**config.mk**
```make
export PLATFORM = sky130hd
export DESIGN_NAME = frequency_divider_by5
export DESIGN_NICKNAME = d
export VERILOG_FILES = /design/src/rtl/freq_div_pkg.sv /design/src/rtl/freq_div_counter.sv /design/src/rtl/frequency_divider_by5.sv
export SDC_FILE = /design/constraint.sdc
export NUM_CORES = 1
export LEC_CHECK = 0
export BUFFER_PORTS_ARGS = -buffer_cell sky130_fd_sc_hd__buf_2
export CAP_MARGIN = 20
export CORE_AREA = 2 2 39 41
export CTS_CLUSTER_DIAMETER = 60
export DETAILED_ROUTE_END_ITERATION = 10
export DIE_AREA = 0 0 41 43
export PLACE_DENSITY = 0.34
export SKIP_CTS_REPAIR_TIMING = 1
export SLEW_MARGIN = 20
export SYNTH_ARGS = -nofsm -noshare
export SYNTH_HDL_FRONTEND = slang
export SYNTH_SLANG_ARGS = --single-unit
export TNS_END_PERCENT = 50
```
**constraint.sdc**
```tcl
create_clock -name CLK_IN -period 1.46 [get_ports CLK_IN]
set_input_delay 0.146 -clock CLK_IN [delete_from_list [all_inputs] [get_ports CLK_IN]]
set_output_delay 0.146 -clock CLK_IN [all_outputs]
set_load 0.02 [all_outputs]
```
**src/rtl/freq_div_pkg.sv**
```systemverilog
// Shared constants and helpers for the odd/even 50%-duty clock divider.
package freq_div_pkg;

  localparam int DEFAULT_DIVISOR = 5;

  // Length of the rising-edge HIGH phase in whole source-clock cycles.
  function automatic int freq_div_half(input int d);
    return d / 2;
  endfunction

endpackage

```
**src/rtl/freq_div_counter.sv**
```systemverilog
// Modulo-DIVISOR up-counter with asynchronous reset to DIVISOR-1, so the first
// rising edge after reset wraps it to 0.
module freq_div_counter
  import freq_div_pkg::*;
#(
  parameter int DIVISOR = DEFAULT_DIVISOR,
  parameter int CNT_W   = $clog2(DIVISOR)
) (
  input  logic             clk_i,
  input  logic             rst_i,
  output logic [CNT_W-1:0] cnt_next_o
);

  localparam logic [CNT_W-1:0] CNT_MAX = CNT_W'(DIVISOR - 1);

  logic [CNT_W-1:0] cnt_q;
  logic [CNT_W-1:0] cnt_d;

  always_comb begin
    cnt_d = cnt_q + 1'b1;
    if (cnt_q == CNT_MAX) begin
      cnt_d = '0;
    end
  end

  always_ff @(posedge clk_i or posedge rst_i) begin
    if (rst_i) begin
      cnt_q <= CNT_MAX;
    end else begin
      cnt_q <= cnt_d;
    end
  end

  assign cnt_next_o = cnt_d;

endmodule

```
**src/rtl/frequency_divider_by5.sv**
```systemverilog
// Divides CLK_IN by DIVISOR with 50% duty; odd ratios add a falling-edge copy
// of the rising-edge phase so the HIGH time gains the missing half cycle.
module frequency_divider_by5
  import freq_div_pkg::*;
#(
  parameter int DIVISOR = DEFAULT_DIVISOR,
  parameter int CNT_W   = $clog2(DIVISOR)
) (
  input  logic CLK_IN,
  input  logic RST,
  output logic CLK_OUT
);

  if (DIVISOR < 2) begin : g_bad_divisor
    $error("frequency_divider_by5: DIVISOR must be >= 2");
  end

  localparam logic [CNT_W-1:0] HALF_C = CNT_W'(freq_div_half(DIVISOR));

  logic [CNT_W-1:0] cnt_next;
  logic             pos_q;
  logic             pos_d;

  freq_div_counter #(
    .DIVISOR (DIVISOR),
    .CNT_W   (CNT_W)
  ) u_counter (
    .clk_i      (CLK_IN),
    .rst_i      (RST),
    .cnt_next_o (cnt_next)
  );

  always_comb begin
    pos_d = (cnt_next < HALF_C);
  end

  always_ff @(posedge CLK_IN or posedge RST) begin
    if (RST) begin
      pos_q <= 1'b0;
    end else begin
      pos_q <= pos_d;
    end
  end

  if (DIVISOR[0]) begin : g_odd
    logic neg_q;

    // Both terms overlap at every transition, so the OR cannot glitch.
    always_ff @(negedge CLK_IN or posedge RST) begin
      if (RST) begin
        neg_q <= 1'b0;
      end else begin
        neg_q <= pos_q;
      end
    end

    assign CLK_OUT = pos_q | neg_q;
  end else begin : g_even
    assign CLK_OUT = pos_q;
  end

endmodule

```
Yosys cells after proc, flatten, opt, wreduce, memory -nomap -nowiden. Index checks and enable logic that the tools add are counted.

Input port bits: 2. Word-level logic and storage cells: 8. Register bits: 5.

Bitwise operators: 1. Equal/unequal tests: 1. Multiplexer cells: 1. $add $sub $neg: 1. Order comparisons: 1.

Operators by type and width (number): $add 3x1->3 const B (1); $eq 3x3->1 const B (1); $lt 3x2->1 const B (1); $mux 3 (1); $or 1x1->1 (1).

Longest topological paths before layout. Gate-level depths: netlist of run 1.

Depth in word-level cells: 3. Depth in mapped cells: 4.

Cells and area by module. From an unflattened synthesis of run 1, not the netlist that was laid out.

Cell total of the unflattened synthesis: 16. Area, all modules: 200.2 µm².

By module, submodules not included: freq_div_counter (area each 136.4 µm², instances 1, cells each 11, sequential area each 76.3 µm²); frequency_divider_by5 (area each 63.8 µm², instances 1, cells each 5, sequential area each 50.0 µm²).

==> out/qor.yml, run 1 <==
vias: 126
synth_edf_count: 0
drc: 0
combPwrFrac_pct: 2.0
fin_skew_ns: 0.01678
initial_core_util_pct: 15.01
port_buffers: 2
cp_max_fo: 1
synthFlopType: "dfrtp_1"
numCtsBuffers: 3
clk-insertion-delay-late_ns: 0.24
htree_num_levels: 1
fin_ws_ns: -0.3291
syn_avg_cell_area_um2: 12.98
p_seq_share_pct: 47.3
grt-ovfl-total: 0
crit_chain: "or2_4 > buf_6"
timing.max_cap.violations: 0
grt_pass1_vias: 132
syn_nets: 20
endpoint_kind: "output pin"
clkTransAtPathRegs_ns: 0.04
antenna_found_initial: 0
timing.final.hold_violations: 0
drtPass1Iterations: 1
p_leak_nw: 0.1413
clk_path_buf_depth: 2
vias_per_cell: 3.231
synth_seq_cells: 5
crit_path_top_delay_cell: "dfrtn_1"
synthTopCellsByCount: "3 x dfrtp_1, 3 x inv_1, 2 x ha_1"
outcome: "finished, violations left"
fin_nets: 28
path_delay_family: "flip-flops"
final_core_util_pct: 20.43
slew_headroom_pct: 87.40
wirelength_um: 264
synth_warnings: 0
setup_viol: 1
chipHeight_um: 43
p_int_mw: 0.2450
die_area_um2: 1763
worstRegToRegCells: 0
finalMaxSlewViolations: 0
tritoncts: "done"
fillerInstances: 146
synth_cell_types: 11
clkPwrFrac_pct: 50.7
p_sw_mw: 0.04973
final_cells: 39
diodes: 0
synth_area_um2: 207.7
rsz0062_at_grt: "true"
drive_gt1_share_pct: 43.48
cp-start-kind: "flip-flop"
synth_area_leaders: "dfrtp_1 36%, dfstp_2 13%, dfrtn_1 12%"
path_class: "reg -> out"
area_delta_synth_final_pct: 36.14
syn_inst: 16
grt_pass1_wl_um: 455
power_density_nw_per_um2: 1042
ys_seq_area_share_pct: 60.84
core_area_um2: 1384
arrival_ns: 1.64
grt_use_total_pct: 4.352
wire_per_inst_um: 6.769
ant_nets: 0
die_x_um: 41
cts_root_buf: "clkbuf_4"
synth_area_leader_cell: "dfrtp_1"
peakVddDrop_v: 0.0004031
grt_max_degree: 6
place_inst: 34
netlist.area_leader.share_pct: 36.14
synthArstFlopShare_pct: 100.0
routabilityCongestion: 0.6081
critPathMaxStageDelay_ns: 0.32
swShare_pct: 16.87
num_rows: 14
violations: "negative setup slack"
hold_class: "in -> async"
cp_num_buf_inv: 1
worst_slew_pin_slew_ns: 0.1887
crit_required_ns: 1.31
drt_iter0_drc: 0
clock-sinks: 5
worst-path-stages: 2
ios: 3
[metal layers]
metal	wire length [µm]	vias to the layer above	track usage (%)	share of wire, %
met3	10	0	4.712	3.8
met2	148	1	6.250	56
met1	105	59	3.630	40
met4	0	0	2.000	0
met5	0	-	0	0
li1	-	66	-	-
[tightest hold or removal path: stages]
cell,delay (ns)
dlygate4sd3_1,0.53
buf_2,0.12
inv_1,0.15
[power by group through the flow]
stage               clock network, mW  registers, mW  logic, mW
finish                          0.149          0.140    0.00595
global route                    0.176          0.139    0.00677
CTS                             0.158          0.139    0.00429
detailed placement                  0          0.141    0.00422
global placement                    0          0.141    0.00406
floorplan                           0          0.141    0.00223
[flip-flops by register name (all words and copies together), names as in the netlist]
name and flops:
u_counter.cnt_q 3, g_odd.neg_q 1, pos_q 1
[placed cells by master (no fill, tap or decap), types with 2 or more instances in the layout]
cell	Yosys	layout
dfrtp_1	3	3
inv_1	3	3
ha_1	2	2
clkbuf_4	0	3
[final cells by class]
class / count / area, µm² / share of cell area, %
repair buffers: 3 / 26.28 / 9.292
clock buffers: 4 / 26.28 / 9.292
well taps: 16 / 20.02 / 7.080
flip-flops and latches: 5 / 126.4 / 44.69
multi-input cells: 8 / 72.57 / 25.66
inverters: 3 / 11.26 / 3.982
[path summary, 6_finish.rpt]
kind	startpoint	endpoint	slack, ns
min in group CLK_IN	u_counter.cnt_q[0]$_DFF_PP0_	u_counter.cnt_q[0]$_DFF_PP0_	0.45
hold reg to reg	u_counter.cnt_q[0]$_DFF_PP0_	u_counter.cnt_q[0]$_DFF_PP0_	0.45
hold / removal	RST	u_counter.cnt_q[1]$_DFF_PP0_	0.36
max in group asynchronous	RST	g_odd.neg_q$_DFF_NP0_	0.30
setup reg to reg	pos_q$_DFF_PP0_	g_odd.neg_q$_DFF_NP0_	0.22
setup / recovery	g_odd.neg_q$_DFF_NP0_	CLK_OUT	-0.33
[stage by stage]
stage               power (mW)  instance area, µm²  setup WS (ns)  hold WS [ns]  TNS, ns
floorplan               0.1435               210.2        0.01034      -0.07622        0
global placement        0.1453               240.2        -0.1095       0.04769  -0.1095
detailed placement      0.1455               240.2        -0.1168       0.05258  -0.1168
CTS                     0.3021               266.5        -0.3831       -0.1920  -0.3831
global route            0.3218               282.8        -0.3661        0.3648  -0.3661
finish                  0.2948               282.8        -0.3291        0.3566  -0.3291
[cell families after synthesis]
logic type / synth area share [%]
flops: 60.84
compound gates: 12.65
buf+inv: 5.421
simple gates: 9.037
fa+ha+maj: 12.05
Note: power is estimated with default switching activity, not from simulation.
==> run 2, diff against run 1 <==
--- a/config.mk
+++ b/config.mk
@@ -5,13 +5,14 @@
 export SDC_FILE = /design/constraint.sdc
 export NUM_CORES = 1
 export LEC_CHECK = 0
+export ABC_AREA = 1
 export BUFFER_PORTS_ARGS = -buffer_cell sky130_fd_sc_hd__buf_2
 export CAP_MARGIN = 20
 export CORE_AREA = 2 2 39 41
 export CTS_CLUSTER_DIAMETER = 60
 export DETAILED_ROUTE_END_ITERATION = 10
 export DIE_AREA = 0 0 41 43
-export PLACE_DENSITY = 0.34
+export PLACE_DENSITY = 0.35
 export SKIP_CTS_REPAIR_TIMING = 1
 export SLEW_MARGIN = 20
 export SYNTH_ARGS = -nofsm -noshare
==> run 2 against run 1 <==
Compared with the run above:
- the run still ends with negative setup slack left
- first-iteration DRC count grew 1
- power increased by 3.0%
- critical path depth unchanged
- synthesized cell count rose by 38%
- sequential power barely moved
- worst hold slack worse by 0.015 ns
- via count rose by 16%
- flip-flop and latch count did not move
- largest power group unchanged
==> out/qor.yml, run 2 <==
netlist.area_leader.share_pct: 34.09  # -2.1 points
synth_area_um2: 220.2  # +6.0%
drive_gt1_share_pct: 31.03  # -12 points
numCtsBuffers: 3  # unchanged
initial_core_util_pct: 15.91  # +0.90 points
crit_required_ns: 1.31  # about the same
cp-start-kind: "flip-flop"
synth_warnings: 0  # unchanged
drt_iter0_drc: 1  # +1
peakVddDrop_v: 0.0004526  # +12%
diodes: 0  # unchanged
synthArstFlopShare_pct: 100.0  # unchanged
slew_headroom_pct: 87.98  # +0.57 points
syn_nets: 26  # +30%
chipHeight_um: 43  # unchanged
rsz0062_at_grt: "true"
grt_use_total_pct: 6.377  # +2.0 points
vias_per_cell: 3.244  # +0.42%
fin_nets: 34  # +21%
htree_num_levels: 1  # unchanged
synthFlopType: "dfrtp_1"
most-common-layout-cells: "8 x inv_1, 3 x nand2_1, 3 x clkbuf_4, 3 x dfrtp_1, 2 x ha_1"
syn_avg_cell_area_um2: 10.01  # -23%
dpl_cell_area_um2: 252.7  # +5.2%
endpoint_kind: "output pin"
yosysMostFrequentCell: "inv_1"
fin_skew_ns: 0.01903  # +0.002254 ns
cp_num_buf_inv: 1  # unchanged
path_delay_family: "flip-flops"
fillerInstances: 153  # +4.8%
power_density_nw_per_um2: 1028  # -1.4%
timing.final.hold_violations: 0  # unchanged
drtPass1Iterations: 2  # +1
grt_pass1_vias: 179  # +36%
cts_root_buf: "clkbuf_4"
tritoncts: "done"
arrival_ns: 1.65  # about the same
critPathMaxStageDelay_ns: 0.32  # about the same
crit_chain: "or2_4 > buf_6"
cp_max_fo: 1  # unchanged
path_class: "reg -> out"
syn_inst: 22  # +6
worst-path-stages: 2  # unchanged
drc: 0  # unchanged
synth_edf_count: 0  # unchanged
setup_viol: 1  # unchanged
routabilityCongestion: 0.6847  # +13%
area_delta_synth_final_pct: 34.09
ant_nets: 0  # unchanged
die_x_um: 41  # unchanged
grt_max_degree: 6  # unchanged
largest_reg_flops: 3  # unchanged
vias: 146  # +16%
synthTopCellsByCount: "8 x inv_1, 3 x dfrtp_1, 3 x nand2_1"
synth_cell_types: 10  # -1
worstRegToRegCells: 0  # unchanged
antenna_found_initial: 0  # unchanged
wirelength_um: 318  # +20%
violations: "negative setup slack"
final_area_um2: 295.3  # +4.4%
hold_class: "in -> async"
whs_ns: 0.3415  # -0.01505 ns
fin_ws_ns: -0.3363  # -0.007234 ns
clk_path_buf_depth: 2  # unchanged
num_rows: 14  # unchanged
wire_per_inst_um: 7.067  # +4.4%
crit_path_top_delay_cell: "dfrtn_1"
place_inst: 40  # +18%
clk-insertion-delay-late_ns: 0.25  # about the same
ys_seq_area_share_pct: 57.39  # -3.5 points
synth_area_leaders: "dfrtp_1 34%, inv_1 14%, dfstp_2 12%"
largestRegisters: "u_counter.cnt_q: 3 flops, g_odd.neg_q: 1 flops, pos_q: 1 flops"
synth_area_leader_cell: "dfrtp_1"
timing.max_cap.violations: 0  # unchanged
worst_slew_pin_slew_ns: 0.1801  # -0.008602 ns
final_common_cell: "inv_1"
port_buffers: 2  # unchanged
ios: 3  # unchanged
clkTransAtPathRegs_ns: 0.05  # about the same
finalMaxSlewViolations: 0  # unchanged
largest-register: "u_counter.cnt_q"
outcome: "finished, violations left"
grt-ovfl-total: 0  # unchanged
dp_hpwl_um: 240.3
core_area_um2: 1384  # unchanged
die_area_um2: 1763  # unchanged
synth_seq_cells: 5  # unchanged
clock-sinks: 5  # unchanged
p_leak_nw: 0.1664  # +18%
final_cells: 45  # +15%
grt_pass1_wl_um: 683  # +50%
-- run 2: through the flow --
| step | setup WS (ns) | total power [mW] | util [%] | setup TNS (ns) |
|---|---|---|---|---|
| 2_1_floorplan | 0.01034 | 0.1435 | - | 0 |
| 3_3_place_gp | -0.1028 | 0.1452 | 18.26 | -0.1028 |
| 3_5_place_dp | -0.1040 | 0.1452 | 18.26 | -0.1040 |
| 4_1_cts | -0.3902 | 0.3096 | 20.16 | -0.3902 |
| 5_1_grt | -0.3794 | 0.3243 | 21.34 | -0.3794 |
| 6_report | -0.3363 | 0.3035 | 21.34 | -0.3363 |
-- run 2: metal layers --
layer / track usage [%] / part of all wire, %
met1: 5.611 / 39
met2: 8.750 / 57
met3: 6.283 / 3.5
met4: 4.000 / 0
met5: 0 / 0
-- run 2: worst paths after layout --
| check | start | endpoint | slack, ns |
|---|---|---|---|
| hold / removal | RST | u_counter.cnt_q[0]$_DFF_PP0_ | 0.34 |
| hold reg to reg | u_counter.cnt_q[0]$_DFF_PP0_ | u_counter.cnt_q[0]$_DFF_PP0_ | 0.46 |
| setup reg to reg | pos_q$_DFF_PP0_ | g_odd.neg_q$_DFF_NP0_ | 0.22 |
| min in group CLK_IN | u_counter.cnt_q[0]$_DFF_PP0_ | u_counter.cnt_q[0]$_DFF_PP0_ | 0.46 |
| setup / recovery | g_odd.neg_q$_DFF_NP0_ | CLK_OUT | -0.34 |
| max in group asynchronous | RST | g_odd.neg_q$_DFF_NP0_ | 0.32 |
-- run 2: area by class of cell --
class	count	area, µm²	area share (%)
sequential	5	126.4	42.80
multi-input combinational	9	66.31	22.46
inverter	8	30.03	10.17
clock buffer	4	26.28	8.898
timing repair buffer	3	26.28	8.898
tap	16	20.02	6.780
-- run 2: power by group --
group	switching [mW]	internal, mW	leakage, nW
Clock	0.0550	0.103	0.0150
Sequential	0	0.139	0.0667
Combinational	0.00300	0.00287	0.0848
Total	0.0580	0.245	0.166
-- run 2: logic make-up after synthesis --
group	count (synthesis)	synth area share [%]
buffers and inverters	8	13.64
and+or+nand+nor	6	15.34
DFF	5	57.39
adders and majority gates	2	11.36
AOI/OAI and AO/OA	1	2.271
